## config.mk

```make
export PLATFORM = sky130hd
export DESIGN_NAME = lsu_split
export DESIGN_NICKNAME = d
export VERILOG_FILES = /design/src/rtl/lsu_split.sv
export SDC_FILE = /design/constraint.sdc
export NUM_CORES = 1
export LEC_CHECK = 0
export BUFFER_PORTS_ARGS = -buffer_cell sky130_fd_sc_hd__buf_4
export CAP_MARGIN = 20
export CORE_MARGIN = 3
export CORE_UTILIZATION = 50
export CTS_BUF_LIST = sky130_fd_sc_hd__clkbuf_16
export DETAILED_ROUTE_END_ITERATION = 16
export PLACE_DENSITY = 0.79
export SYNTH_ARGS = -nofsm -noshare
export SYNTH_HDL_FRONTEND = slang
export SYNTH_SLANG_ARGS = --single-unit
```

## constraint.sdc

```tcl
create_clock -name clk -period 4.1 [get_ports clk]
set_clock_uncertainty 0.2 [all_clocks]
set_input_delay 0.615 -clock clk [delete_from_list [all_inputs] [get_ports clk]]
set_output_delay 0.615 -clock clk [all_outputs]
set_load 0.05 [all_outputs]
```

## src/rtl/lsu_split.sv

```systemverilog
// Load/store sequencer in front of mem_ctl: single access for word-contained requests,
// otherwise a little-endian series of byte accesses, then a valid/ready response.
module lsu_split #(
  parameter int unsigned MEM_BYTES = 4096
) (
  input  logic        clk,
  input  logic        rst_n,
  input  logic        req_valid,
  output logic        req_ready,
  input  logic        req_is_store,
  input  logic [31:0] req_addr,
  input  logic [1:0]  req_width,
  input  logic        req_unsigned,
  input  logic [31:0] req_wdata,
  output logic        resp_valid,
  input  logic        resp_ready,
  output logic [31:0] resp_rdata,
  output logic        resp_err,
  output logic        mem_is_store,
  output logic [31:0] mem_addr,
  output logic [1:0]  mem_access_width,
  output logic        mem_is_load_unsigned,
  output logic [31:0] mem_w_data,
  input  logic [31:0] mem_r_data
);

  localparam logic [1:0] MEM_BYTE = 2'd0;
  localparam logic [1:0] MEM_HALF = 2'd1;
  localparam logic [1:0] MEM_WORD = 2'd2;

  typedef enum logic [1:0] {IDLE, SINGLE, SPLIT, RESP} state_t;

  state_t      state_reg, state_next;
  logic        is_store_reg, is_store_next;
  logic [31:0] addr_reg, addr_next;
  logic [1:0]  width_reg, width_next;
  logic        uns_reg, uns_next;
  logic [31:0] wdata_reg, wdata_next;
  logic [1:0]  cnt_reg, cnt_next;
  logic [31:0] result_reg, result_next;
  logic        err_reg, err_next;
  logic        split_reg, split_next;

  logic        mem_is_store_next;
  logic [31:0] mem_addr_next;
  logic [1:0]  mem_access_width_next;
  logic        mem_is_load_unsigned_next;
  logic [31:0] mem_w_data_next;
  logic        req_ready_next;
  logic        resp_valid_next;
  logic [31:0] resp_rdata_next;
  logic        resp_err_next;

  logic [2:0]  req_size;
  logic [32:0] req_last_byte;
  logic        req_oob;
  logic        req_cross;
  logic [1:0]  last_cnt;

  // Range check is done in 33 bits so addresses near 2^32 cannot wrap into range.
  always_comb begin
    case (req_width)
      MEM_BYTE: req_size = 3'd1;
      MEM_HALF: req_size = 3'd2;
      default:  req_size = 3'd4;
    endcase
    req_last_byte = {1'b0, req_addr} + {30'b0, req_size} - 33'd1;
    req_oob       = (req_last_byte >= 33'(MEM_BYTES));
    case (req_width)
      MEM_BYTE: req_cross = 1'b0;
      MEM_HALF: req_cross = (req_addr[1:0] == 2'd3);
      default:  req_cross = (req_addr[1:0] != 2'd0);
    endcase
    last_cnt = (width_reg == MEM_HALF) ? 2'd1 : 2'd3;
  end

  always_comb begin
    state_next    = state_reg;
    is_store_next = is_store_reg;
    addr_next     = addr_reg;
    width_next    = width_reg;
    uns_next      = uns_reg;
    wdata_next    = wdata_reg;
    cnt_next      = cnt_reg;
    result_next   = result_reg;
    err_next      = err_reg;
    split_next    = split_reg;

    case (state_reg)
      IDLE: begin
        if (req_valid) begin
          is_store_next = req_is_store;
          addr_next     = req_addr;
          width_next    = req_width;
          uns_next      = req_unsigned;
          wdata_next    = req_wdata;
          cnt_next      = 2'd0;
          result_next   = 32'd0;
          err_next      = req_oob;
          split_next    = req_cross && !req_oob;
          if (req_oob)        state_next = RESP;
          else if (req_cross) state_next = SPLIT;
          else                state_next = SINGLE;
        end
      end
      SINGLE: begin
        if (!is_store_reg) result_next = mem_r_data;
        state_next = RESP;
      end
      SPLIT: begin
        if (!is_store_reg) result_next[{cnt_reg, 3'b000} +: 8] = mem_r_data[7:0];
        cnt_next = cnt_reg + 2'd1;
        if (cnt_reg == last_cnt) state_next = RESP;
      end
      RESP: begin
        if (resp_ready) state_next = IDLE;
      end
      default: state_next = IDLE;
    endcase
  end

  // Registered outputs are computed for the state being entered, so the mem port is
  // already stable during the SINGLE/SPLIT cycle that samples mem_r_data.
  always_comb begin
    mem_is_store_next         = 1'b0;
    mem_addr_next             = mem_addr;
    mem_access_width_next     = mem_access_width;
    mem_is_load_unsigned_next = mem_is_load_unsigned;
    mem_w_data_next           = mem_w_data;
    req_ready_next            = (state_next == IDLE);
    resp_valid_next           = resp_valid;
    resp_rdata_next           = resp_rdata;
    resp_err_next             = resp_err;

    if (state_next == SINGLE) begin
      mem_is_store_next         = is_store_next;
      mem_addr_next             = addr_next;
      mem_access_width_next     = width_next;
      mem_is_load_unsigned_next = uns_next;
      mem_w_data_next           = wdata_next;
    end else if (state_next == SPLIT) begin
      mem_is_store_next         = is_store_next;
      mem_addr_next             = addr_next + {30'b0, cnt_next};
      mem_access_width_next     = MEM_BYTE;
      mem_is_load_unsigned_next = 1'b1;
      mem_w_data_next           = {24'b0, wdata_next[{cnt_next, 3'b000} +: 8]};
    end

    if (state_next == RESP && state_reg != RESP) begin
      resp_valid_next = 1'b1;
      resp_err_next   = err_next;
      if (is_store_next || err_next)
        resp_rdata_next = 32'd0;
      else if (split_next && width_next == MEM_HALF && !uns_next)
        resp_rdata_next = {{16{result_next[15]}}, result_next[15:0]};
      else
        resp_rdata_next = result_next;
    end else if (state_next == IDLE) begin
      resp_valid_next = 1'b0;
      resp_rdata_next = 32'd0;
      resp_err_next   = 1'b0;
    end
  end

  always_ff @(posedge clk or negedge rst_n) begin
    if (!rst_n) begin
      state_reg            <= IDLE;
      is_store_reg         <= 1'b0;
      addr_reg             <= 32'd0;
      width_reg            <= MEM_WORD;
      uns_reg              <= 1'b0;
      wdata_reg            <= 32'd0;
      cnt_reg              <= 2'd0;
      result_reg           <= 32'd0;
      err_reg              <= 1'b0;
      split_reg            <= 1'b0;
      req_ready            <= 1'b1;
      resp_valid           <= 1'b0;
      resp_rdata           <= 32'd0;
      resp_err             <= 1'b0;
      mem_is_store         <= 1'b0;
      mem_addr             <= 32'd0;
      mem_access_width     <= MEM_WORD;
      mem_is_load_unsigned <= 1'b0;
      mem_w_data           <= 32'd0;
    end else begin
      state_reg            <= state_next;
      is_store_reg         <= is_store_next;
      addr_reg             <= addr_next;
      width_reg            <= width_next;
      uns_reg              <= uns_next;
      wdata_reg            <= wdata_next;
      cnt_reg              <= cnt_next;
      result_reg           <= result_next;
      err_reg              <= err_next;
      split_reg            <= split_next;
      req_ready            <= req_ready_next;
      resp_valid           <= resp_valid_next;
      resp_rdata           <= resp_rdata_next;
      resp_err             <= resp_err_next;
      mem_is_store         <= mem_is_store_next;
      mem_addr             <= mem_addr_next;
      mem_access_width     <= mem_access_width_next;
      mem_is_load_unsigned <= mem_is_load_unsigned_next;
      mem_w_data           <= mem_w_data_next;
    end
  end

endmodule
```

* After elaboration in Yosys (flattened, before gate mapping)
Index checks and enable logic that the tools add are counted.
W data, S select, Z words.
** Operators by class
- Mux-type cells :: 47
- Add/sub/neg operators :: 5
- Magnitude comparators :: 1
- Equal/unequal tests :: 12
- Shift-type cells :: 3
- Reductions and logical operators :: 13
** Operators with widths (count)
- $mux W32 :: 15
- $pmux W32 S3 :: 1
- $add A32 B3 Y33 :: 1
- $ge A33 B13 Y1 const B :: 1
- $sub A33 B1 Y33 const B :: 1
- $add A32 B2 Y32 :: 1
- $bwmux W32 :: 1
- $shift A8 B7 Y32 const A :: 1
- $shiftx A32 B6 Y8 :: 1
- $shiftx A8 B7 Y32 :: 1
- $mux W2 :: 11
- $mux W1 :: 15
- $eq A2 B1 Y1 const B :: 5
- $eq A2 B2 Y1 const B :: 5
- $pmux W2 S4 :: 1
- $neg A5 Y7 :: 1
- $logic_not A2 Y1 :: 3
- $pmux W3 S2 :: 1
- $reduce_bool A2 Y1 :: 3
- $logic_and A1 B1 Y1 :: 4
- $pmux W2 S2 :: 1
- $add A2 B1 Y2 const B :: 1
- $eq A2 B2 Y1 :: 1
- $logic_not A1 Y1 :: 2
- 3 further kinds :: 3
** Word-level totals
- Word-level logic and storage cells :: 100
- Output and inout bits :: 103
- Flip-flop bits (word level) :: 209
- Input bits :: 104

* Depth between registers and ports, before layout
Gate-level depths: netlist of the first run.
- Depth in word-level cells :: 14
- Depth in mapped cells :: 25
- Depth with buffers taken out :: 25

* Worst setup path before layout of the first run
No wires, ideal clock.
- Path type :: input to register
- Start :: input req_width[0]
- End :: register mem_addr[27]
- Data arrival time :: 5.357 ns
- Required time :: 3.775 ns
- Stages on the path :: 24
- Setup time :: 0.125 ns
- Setup slack :: -1.581 ns
- Path buffers :: 0
- Cell sequence :: or2_2 > ha_1 > inv_1 > ha_1 > inv_1 > fa_1 > nor2b_1 > o31ai_2 > a211oi_1 > o21ai_0 > a22oi_1 > nand4b_1 > nor4_1 > nand4_1 > a21oi_1 > o21ai_0 > ha_1 > or3_1 > nand2b_1 > nor3_2 > and3_1 > nand4_1 > xnor2_1 > mux2_2
** Between the ends
- Cells in the longest elaborated chain, start to end :: 10
** RTL lines
- from (decl) :: RTL line 12 : input logic [1:0] req_width,
- $eq A2 B1 Y1 / $logic_not A2 Y1 (equally long branches) :: RTL line 62, 69
- $pmux W3 S2 :: RTL line 62 : case (req_width)
- $add A32 B3 Y33 :: RTL line 67 : req_last_byte = {1'b0, req_addr} + {30'b0, req_size} - 33'd1;
- $sub A33 B1 Y33 :: RTL line 67
- $ge A33 B13 Y1 :: RTL line 68 : req_oob = (req_last_byte >= 33'(MEM_BYTES));
- $mux W2 * :: RTL line 101 : if (req_oob) state_next = RESP;
- $mux W2 * :: RTL line 91 : if (req_valid) begin
- $pmux W2 S4 * :: RTL line 89 : case (state_reg)
- named net state_next[0] :: RTL line 33 : state_t state_reg, state_next;
- $eq A2 B1 Y1 / $eq A2 B2 Y1 (equally long branches) :: RTL line 135, 141
- $mux W32 / $reduce_bool A2 Y1 (equally long branches)
- to (signal assigned) :: RTL line 202 : mem_addr <= mem_addr_next;
- to (decl) :: RTL line 20 : output logic [31:0] mem_addr,
Mark *: on every way through the listed nets, which the timed path passes. The rest lies on a longest branch.
A chain may end at the register's enable or synchronous reset.

* Worst setup path in the final report of the first run
- Start :: input req_width[0]
- End :: register mem_addr[12]
** Between the ends
- Cells in the longest elaborated chain, start to end :: 10
** RTL lines (RTL line)
- $eq A2 B1 Y1 / $logic_not A2 Y1 (equally long branches) :: 62, 69
- $pmux W3 S2 :: 62
- $add A32 B3 Y33 :: 67
- $sub A33 B1 Y33 :: 67
- $ge A33 B13 Y1 :: 68
- $mux W2 * :: 101
- $mux W2 * :: 91
- $pmux W2 S4 * :: 89
- $eq A2 B1 Y1 / $eq A2 B2 Y1 (equally long branches) :: 135, 141
- $mux W32 / $reduce_bool A2 Y1 (equally long branches)
Mark *: on every way between the ends. The rest lies on a longest branch, timed or not.

==> results.md, run 1 <==
- Setup ws final: -0.975 ns
- Worst hold stages: 3
- Max-slew violation count: 0
- Ys Warns: 0
- Final Hold Vio Count: 0
- Fin crit period: 5.08 ns
- Relative slew slack: roughly a third
- GRT Resource Usage Total: 31.1%
- Seq cells post-synth: 209
- Worst Path Arrival: 5.28 ns
- Worst hold path class: in -> reg
- Synth Instances: 1240
- Total number of vias: about 12000
- Hold Slack: 0.103 ns
- DRC errors left: 0
- Failing checks: negative setup slack
- CTS root buffer: clkbuf_16
- Initial drt markers: 1157
- RSZ-0062 raised after global routing: true
- Core Area: 22200 µm²
- GP Congestion: between 0.9 and 1
- Max Fanout on Critical Path: 4
- Clock Latency Late Sink: 0.54 ns
- Reg2reg start: state_reg[1]
- Outcome: finished with violations
- Top cells by area, synth: dfrtp_1, nand2_1, ha_1
- Final WL: 44000 µm
- Syn Area/Cell: around 9.3 µm²
- Hpwl dp: 26200 µm
- Clock Path Buffers: 3
- # rows: 54
- Diode count: 0
- Clock transition at path regs: 0.06 ns
- Yosys cell types: 82
- Layout cells sized above 1: 41.3%
- Die Span Y: 158 µm
- MaxCap Viol Count: 0
- Vias in the first global route: 11600
- DRT Pass-1 Iters: 7
- Total clock sinks: ~210
- EDFF count, synth: 0
- Largest net degree at the start of global routing: 73
- Area of the die: 24900 µm²
- Port Buffers: 206
- Most used DFF post-synth: dfrtp_1
- H-tree level count: 1
- Layout Nets: 1826
- Die X: 158 µm
- CP endpoint kind: register
- Crit path launch type: primary input
- Final ANT Viol Nets: 0
- Fmax: 197 MHz
- Leakage: 0.00845 µW
- Post-synth top cells: nand2_1, dfrtp_1, inv_1
- Pre-CTS WS: -1.59 ns
- First-pass GRT wire length: 61500 µm
- Crit share post-route: 124%
- FF-to-FF End: mem_addr[12]
- Hold wc startpoint: req_wdata[24]
- Synth area leader: dfrtp_1
- CTS tree: yes
- Sequential area share after synthesis: 45.4%
- Grt ovf: 0
- Reg2reg setup slack: 0.03 ns
- Pwr/cell area: 905 nW/µm²
- Vias per cell: 6.05
- Ports: about 210
- Area Growth Syn to Fin: 51.6%
- Least-Margin Pin Slew: 0.982 ns
- Count leader, synth: nand2_1
- Post-Syn Area: 11500 µm²
- R2R depth: 13
- Initial antenna violation count: 0
- Syn nets: between 1000 and 1500
- Top cell type's share of synthesized area: about 45%
- Total CTS buffers: 23
- Critical Path RT: ~4.3 ns
- Max IR drop VDD: 0.000642 V
- WL/cell: ~22 µm
- Initial core utilization: between 50 and 60%
- Worst Setup Path Type: in -> reg
- Final setup vio count: slightly above 100
- Post-synth ARST share: 100%
- WHS Endpoint: wdata_reg[24]
[stage by stage]
step / utilization, % / cells / TNS [ns] / power [µW] / cell area [µm²]
3_5_place_dp: 67.2 / 1874 / -119.29 / 10700 / 14900
6_report: 78.6 / 1972 / -60.11 / 15800 / 17500
4_1_cts: 75.1 / 1951 / -33.72 / 13900 / 16700
5_1_grt: 78.6 / 1972 / -76.04 / 16400 / 17500
3_3_place_gp: 67.2 / 1874 / -109.93 / 10500 / 14900
2_1_floorplan: - / 1240 / -52.20 / 8460 / 11700
[layout make-up]
type | instances | area [µm²]
multi-input combinational | 862 | 6720
tap | 280 | 350
clock inverter | 19 | 161
sequential | 209 | 5230
clock buffer | 23 | 576
timing repair inverter | 5 | 85.1
timing repair buffer | 464 | 3890
inverter | 110 | 449
fill | 1321 | 4760
[routing by layer]
| layer | vias to the layer above | track usage [%] | wire length, µm | share of wire [%] |
|---|---|---|---|---|
| met5 | - | 0 | 0 | 0 |
| met4 | 0 | 11.2 | 1930 | 4.4 |
| met3 | 161 | 5.33 | 3590 | 8.2 |
| met2 | 694 | 52.6 | 21800 | 50 |
| met1 | 5824 | 40.4 | 16700 | 38 |
| li1 | 5251 | - | - | - |
[worst max-delay path by stage]
stage	start	end	cells after the start	slack [ns]
after floorplan	req_width[1]	mem_addr[12]	25	-1.13
after CTS	req_width[1]	mem_addr[27]	26	-0.80
after global placement	req_width[1]	mem_addr[27]	25	-1.48
final	req_width[0]	mem_addr[12]	28	-0.98
after detailed placement	req_width[1]	mem_addr[27]	25	-1.59
after global routing	req_width[1]	mem_addr[12]	27	-1.14
[cells by family (layout without fill, tap and decap cells)]
kind of cell	Yosys count	after routing	synth area share [%]
AND/OR/NAND/NOR	408	408	15.9
AO/OA/AOI/OAI	303	306	18.6
flip-flops	209	209	45.4
buffers and inverters	172	621	6.08
multiplexers	67	67	6.18
adder cells (fa/ha/maj)	47	47	5.24
XOR/XNOR	34	34	2.59
[report_power, final]
part | leakage [µW] | total (µW) | switching (µW) | internal, µW
Combinational | 0.00539 | 10100 | 6130 | 4010
Sequential | 0.00268 | 3620 | 566 | 3050
Clock | 0.000381 | 2050 | 892 | 1160
[placed cells by master, fill, tap and decap left out, drive strengths merged, types with 20 or more instances in the layout]
master    n
nor3     32
mux2     30
xnor2    28
inv     117
clkbuf   27
nand3    26
ha       45
nand4    20
mux2i    37
nor2     51
buf     459
a21oi    66
dfrtp   206
nand2   226
o21ai    72
[timing repair]
item                       CTS  global route
pin swaps                   77            53
buffers inserted            27            22
hold endpoints to repair    69             0
gates resized for setup    168           103
setup endpoints to repair  102           102
cloned                       7             7
hold buffers                 1             0
[worst max-delay path, stage by stage]
cell       delay (ns)
buf_8            0.10
or2_4            0.25
ha_4             0.16
inv_4            0.05
ha_4             0.16
inv_4            0.04
fa_2             0.38
nor2b_4          0.15
o31ai_4          0.11
a211oi_4         0.29
buf_6            0.15
buf_4            0.10
nor3_2           0.04
mux2_4           0.33
o2111ai_4        0.07
nor3_2           0.08
buf_4            0.16
nand3_4          0.06
o21ai_2          0.06
a22o_1           0.24
ha_4             0.20
buf_4            0.16
a211o_4          0.31
nor2b_4          0.13
nand2_2          0.07
or3_4            0.39
xnor2_1          0.15
mux2_4           0.26
Note: power is estimated with default switching activity, not from simulation.
==> inputs of run 2 (changes only) <==
--- a/config.mk
+++ b/config.mk
@@ -7,6 +7,7 @@
 export LEC_CHECK = 0
 export BUFFER_PORTS_ARGS = -buffer_cell sky130_fd_sc_hd__buf_4
 export CAP_MARGIN = 20
+export CORE_ASPECT_RATIO = 0.9
 export CORE_MARGIN = 3
 export CORE_UTILIZATION = 50
 export CTS_BUF_LIST = sky130_fd_sc_hd__clkbuf_16
==> run 2 against run 1 <==
The flow finishes with violations (negative hold slack, negative setup slack). Sequential share of layout area up 0.68 points. Worst hold slack worse by 0.13 ns. Wire length up 1.0%. First-iteration DRC count increased by 9.4%. Global-route usage is 1.6 points higher. Cell count unchanged. Cell area fell by 2.2%.
==> results.md, run 2 (synthesis gave the netlist of run 1 again) <==
- Outcome: finished with violations (unchanged)
- Failing checks: negative hold slack, negative setup slack (was negative setup slack)
- Fmax: 192 MHz (was 197 MHz)
- Leakage: 0.00831 µW (was 0.00845 µW)
- Ports: 207 (unchanged)
- CTS tree: yes (unchanged)
- Setup ws final: -1.10 ns (was -0.975 ns)
- Max-slew violation count: 0 (unchanged)
- Final Hold Vio Count: 11 (was 0)
- Clock Latency Late Sink: 0.54 ns (about the same)
- MaxCap Viol Count: 0 (unchanged)
- H-tree level count: 1 (unchanged)
- Diode count: 0 (unchanged)
- Fin crit period: 5.20 ns (was 5.08 ns)
- WL/cell: 22.5 µm (was 22.3 µm)
- Pwr/cell area: 883 nW/µm² (was 905 nW/µm²)
- Final ANT Viol Nets: 0 (unchanged)
- Most frequent cells in the layout: buf_4, nand2_1, dfrtp_1 (unchanged)
- Final std cells w/o fill: 1972 (unchanged)
- RSZ-0062 raised after global routing: true (unchanged)
- Port Buffers: 206 (unchanged)
- Setup_tns: -80.01 ns (was -60.11 ns)
- Clock transition at path regs: 0.07 ns (was 0.06 ns)
- Grt ovf: 0 (unchanged)
- Area of the die: 24900 µm² (about the same)
- PnR Total Power: 15100 µW (was 15800 µW)
- Final setup vio count: 102 (was 101)
- Die X: 166 µm (was 158 µm)
- Reg2reg start: state_reg[1] (unchanged)
- DRT Pass-1 Iters: 7 (unchanged)
- Total clock sinks: 209 (unchanged)
- Placed Cells: 1885 (was 1874)
- Least-Margin Pin Slew: 0.948 ns (was 0.982 ns)
- Vias per cell: 6.09 (was 6.05)
- Final WL: 44400 µm (was 44000 µm)
- Largest net degree at the start of global routing: 105 (was 73)
- CP endpoint kind: register (unchanged)
- CTS root buffer: clkbuf_16 (unchanged)
- Initial core utilization: 51.0% (was 51.8%)
- Crit path launch type: primary input (unchanged)
- Core Area: 22600 µm² (was 22200 µm²)
- Layout Nets: 1810 (was 1826)
- DRC errors left: 0 (unchanged)
- GP Congestion: 0.987 (was 0.958)
- GRT Resource Usage Total: 32.7% (was 31.1%)
- Hpwl dp: 26900 µm (was 26200 µm)
- Layout cells sized above 1: 39.9% (was 41.3%)
- Clock Path Buffers: 3 (unchanged)
- Relative slew slack: 36.8% (was 34.2%)
- Initial antenna violation count: 0 (unchanged)
- CP startpoint: req_width[0] (unchanged)
- Final core occ: 75.6% (was 78.6%)
- Total number of vias: 12000 (was 11900)
- Total CTS buffers: 23 (unchanged)
- First-pass GRT wire length: 65300 µm (was 61500 µm)
- Max IR drop VDD: 0.000693 V (was 0.000642 V)
- Die Span Y: 150 µm (was 158 µm)
- Area Growth Syn to Fin: 48.2% (was 51.6%)
- Post-layout instance area: 17100 µm² (was 17500 µm²)
- Max Fanout on Critical Path: 4 (unchanged)
- Most common cell after layout, fill and taps aside: buf_4 (unchanged)
- Crit share post-route: 127% (was 124%)
- Initial drt markers: 1266 (was 1157)
- Hold Slack: -0.0252 ns (was 0.103 ns)
- # rows: 52 (was 54)
- Post-DP Area: 14900 µm² (about the same)
- Critical Path RT: 4.33 ns (was 4.31 ns)
- Worst Setup Path Type: in -> reg (unchanged)
- Worst hold path class: in -> async (was in -> reg)
- Vias in the first global route: 11900 (was 11600)
- Worst Path Arrival: 5.42 ns (was 5.28 ns)
==> run 2: path summary, 6_finish.rpt <==
| kind | endpoint | slack, ns | cells after the start |
|---|---|---|---|
| setup / recovery | mem_addr[12] | -1.10 | 27 |
| hold / removal | addr_reg[25] | -0.03 | 1 |
| setup reg to reg | mem_addr[27] | 0.12 | 13 |
| hold reg to reg | result_reg[31] | 0.28 | 2 |
| max in group asynchronous | req_ready | 2.68 | 2 |
| min in group clk | wdata_reg[24] | 0.10 | 3 |
==> run 2: cell type report <==
class                      count  area [µm²]
tap                          297         372
sequential                   209        5230
fill                        1304        5500
multi-input combinational    862        6580
clock buffer                  23         576
timing repair buffer         453        3700
clock inverter                18         188
inverter                     110         423
==> run 2: power by group <==
group / switching, µW / internal [µW]
combinational: 5720 / 3550
sequential: 620 / 3050
clock: 914 / 1230
==> run 2: worst max-delay path, cell delays in order <==
cell	delay (ns)
buf_8	0.10
or2_4	0.25
ha_4	0.17
inv_4	0.05
ha_4	0.14
inv_2	0.04
fa_2	0.34
nor2b_4	0.13
o31ai_4	0.10
a211oi_4	0.37
o311ai_4	0.16
buf_4	0.17
a31oi_1	0.18
o2111ai_1	0.17
nor3_2	0.20
nand4_1	0.14
a21oi_2	0.19
o21ai_2	0.13
ha_4	0.20
buf_4	0.13
buf_6	0.11
a211o_4	0.30
nor2b_4	0.16
nand2_2	0.10
or3_4	0.37
xnor2_2	0.14
mux2_4	0.26
==> run 2: per-stage QoR <==
step	worst slack [ns]	hold slack (ns)
after floorplan	-1.13	0.119
after global placement	-1.50	0.251
after detailed placement	-1.65	0.259
after CTS	-0.873	0.0456
after global routing	-1.23	0.0547
final	-1.10	-0.0252
==> run 2: repair_timing <==
action	CTS	global route
hold buffers	0	0
resized for setup	188	55
cloned	5	0
setup endpoints to repair	102	103
buffers inserted	36	16
pin swaps	78	29
==> run 2: routing by layer <==
layer  vias to the layer above  track usage (%)  share of wire [%]
li1                       5214                -                  -
met5                         -                0                  0
met1                      5798             41.4                 38
met2                       813             54.8                 47
met3                       181             7.98                 10
met4                         0             12.3                4.5
==> inputs of run 3 (changes only) <==
==> constraint.sdc (replaced) <==
create_clock -name clk -period 4.1 [get_ports clk]
set_clock_uncertainty 0.2 [all_clocks]
set_input_delay 0.41 -clock clk [delete_from_list [all_inputs] [get_ports clk]]
set_output_delay 0.41 -clock clk [all_outputs]
set_load 0.05 [all_outputs]
==> run 3 against run 2 <==
The run ends with negative setup slack left. Clock power increased by 3%. Sequential cell count unchanged. Fmax increased by 2.9%. Sequential power increased by 1%.
==> results.md, run 3 (synthesis gave the netlist of run 1 again) <==
- MaxCap Viol Count: 0 (unchanged)
- Outcome: finished with violations (unchanged)
- Initial core utilization: 51.0% (unchanged)
- Most frequent cells in the layout: buf_4, nand2_1, dfrtp_1 (unchanged)
- Relative slew slack: 39.4% (was 36.8%)
- Vias per cell: 6.32 (was 6.09)
- Fmax: 198 MHz (was 192 MHz)
- Port Buffers: 206 (unchanged)
- Setup_tns: -57.54 ns (was -80.01 ns)
- Area of the die: 24900 µm² (unchanged)
- # rows: 52 (unchanged)
- Clock transition at path regs: 0.06 ns (was 0.07 ns)
- Leakage: 0.00852 µW (was 0.00831 µW)
- Setup ws final: -0.949 ns (was -1.10 ns)
- DRT Pass-1 Iters: 8 (was 7)
- Layout Nets: 1856 (was 1810)
- Area Growth Syn to Fin: 54.1% (was 48.2%)
- Die X: 166 µm (unchanged)
- WL/cell: 24.1 µm (was 22.5 µm)
- Hpwl dp: 27100 µm (was 26900 µm)
- Largest net degree at the start of global routing: 95 (was 105)
- Final WL: 48600 µm (was 44400 µm)
- CTS tree: yes (unchanged)
- Ports: 207 (unchanged)
- Crit share post-route: 123% (was 127%)
- Worst hold path class: in -> reg (was in -> async)
- Total CTS buffers: 23 (unchanged)
- Max Fanout on Critical Path: 4 (unchanged)
- Diode count: 0 (unchanged)
- Final std cells w/o fill: 2017 (was 1972)
- Placed Cells: 1873 (was 1885)
- Worst Setup Path Type: in -> reg (unchanged)
- H-tree level count: 1 (unchanged)
- CP endpoint kind: register (unchanged)
- Initial drt markers: 1703 (was 1266)
- GP Congestion: 1.02 (was 0.987)
- Total number of vias: 12700 (was 12000)
- RSZ-0062 raised after global routing: true (unchanged)
- Final ANT Viol Nets: 0 (unchanged)
- Clock Latency Late Sink: 0.54 ns (about the same)
- GRT Resource Usage Total: 33.0% (was 32.7%)
- Layout cells sized above 1: 39.0% (was 39.9%)
- Max IR drop VDD: 0.000754 V (was 0.000693 V)
- Least-Margin Pin Slew: 0.902 ns (was 0.948 ns)
- Max-slew violation count: 0 (unchanged)
- Fill count: 1179 (was 1304)
- PnR Total Power: 15400 µW (was 15100 µW)
- Final setup vio count: 101 (was 102)
- Initial antenna violation count: 0 (unchanged)
- Pre-CTS WS: -1.39 ns (was -1.65 ns)
- Grt ovf: 0 (unchanged)
- CTS root buffer: clkbuf_16 (unchanged)
- Final Hold Vio Count: 0 (was 11)
- First-pass GRT wire length: 66100 µm (was 65300 µm)
- Pwr/cell area: 869 nW/µm² (was 883 nW/µm²)
- Failing checks: negative setup slack (was negative hold slack, negative setup slack)
- DRC errors left: 0 (unchanged)
- Most common cell after layout, fill and taps aside: buf_4 (unchanged)
- Total clock sinks: 209 (unchanged)
- Fin crit period: 5.05 ns (was 5.20 ns)
- Core Area: 22600 µm² (unchanged)
- Clock Path Buffers: 3 (unchanged)
- Vias in the first global route: 12300 (was 11900)
- Die Span Y: 150 µm (unchanged)
- Crit path launch type: primary input (unchanged)
- Critical Path RT: 4.33 ns (about the same)
- Worst Path Arrival: 5.28 ns (was 5.42 ns)
run 3: changes by cell type in the layout (fill, tap and decap cells not counted), sizes merged:
cell	before	now
clkbuf	24	25
clkinv	11	10
dlygate4sd3	0	60
bufinv	3	4
buf	452	437
inv	112	111
run 3: final timing paths:
path	startpoint	to	slack [ns]	cells past startpoint
worst min-delay path	mem_r_data[8]	result_reg[8]	0.001	3
worst max register to register	state_reg[0]	mem_addr[27]	-0.36	11
max in group asynchronous	rst_n	split_reg	2.30	3
worst min register to register	result_reg[18]	result_reg[18]	0.28	2
min in group asynchronous	rst_n	resp_rdata[28]	0.33	2
worst max-delay path	req_addr[2]	mem_addr[27]	-0.95	23
run 3: critical path, stage by stage:
cell and delay (ns):
buf_4 0.12, inv_1 0.09, ha_4 0.15, inv_1 0.05, ha_1 0.37, nand3_1 0.17, a2111oi_4 0.34, nor2_2 0.09
a211oi_1 0.30, o2111ai_1 0.16, a211o_1 0.31, a211oi_2 0.33, nand4_1 0.19, a21oi_2 0.25, o21ai_2 0.14, ha_4 0.20
or3_4 0.40, nand2b_4 0.18, nor3_4 0.16, and3_4 0.25, nand4_1 0.14, xnor2_1 0.20, mux2_4 0.27
run 3: what timing repair did:
item,in CTS,in global routing
pin swaps,68,40
resized for setup,156,106
gates cloned,5,1
hold buffers,60,0
hold endpoints to repair,141,0
setup buffers,28,17
endpoints found under the setup margin,100,102
run 3: routing by layer:
layer | up-vias | GRT usage [%] | wire (µm)
li1 | 5297 | - | -
met3 | 276 | 7.92 | 4940
met2 | 1007 | 55.4 | 23200
met4 | 0 | 13.2 | 2980
met1 | 6159 | 41.6 | 17500
met5 | - | 0 | 0
run 3: final cells by class:
type	count	area, µm²	share of cell area (%)
multi-input cells	862	6760	38.1
flip-flops and latches	209	5230	29.5
repair buffers	499	4180	23.5
well taps	297	372	2.09
clock inverters	17	205	1.16
clock buffers	23	576	3.24
inverters	110	428	2.41
run 3: per-stage QoR:
| step | instance area (µm²) | util, % | hold slack, ns |
|---|---|---|---|
| after floorplan | 11700 | - | -0.0856 |
| final | 17700 | 78.6 | 0.00138 |
| after global routing | 17700 | 78.6 | 0.0150 |
| after global placement | 14800 | 65.6 | 0.253 |
| after CTS | 17100 | 75.8 | 0.0000763 |
| after detailed placement | 14800 | 65.6 | 0.256 |
run 3: power by group:
group / leakage (µW) / internal [µW] / switching [µW]
combinational: 0.00545 / 3530 / 5970
sequential: 0.00268 / 3050 / 656
clock: 0.000386 / 1280 / 925
total: 0.00852 / 7870 / 7550
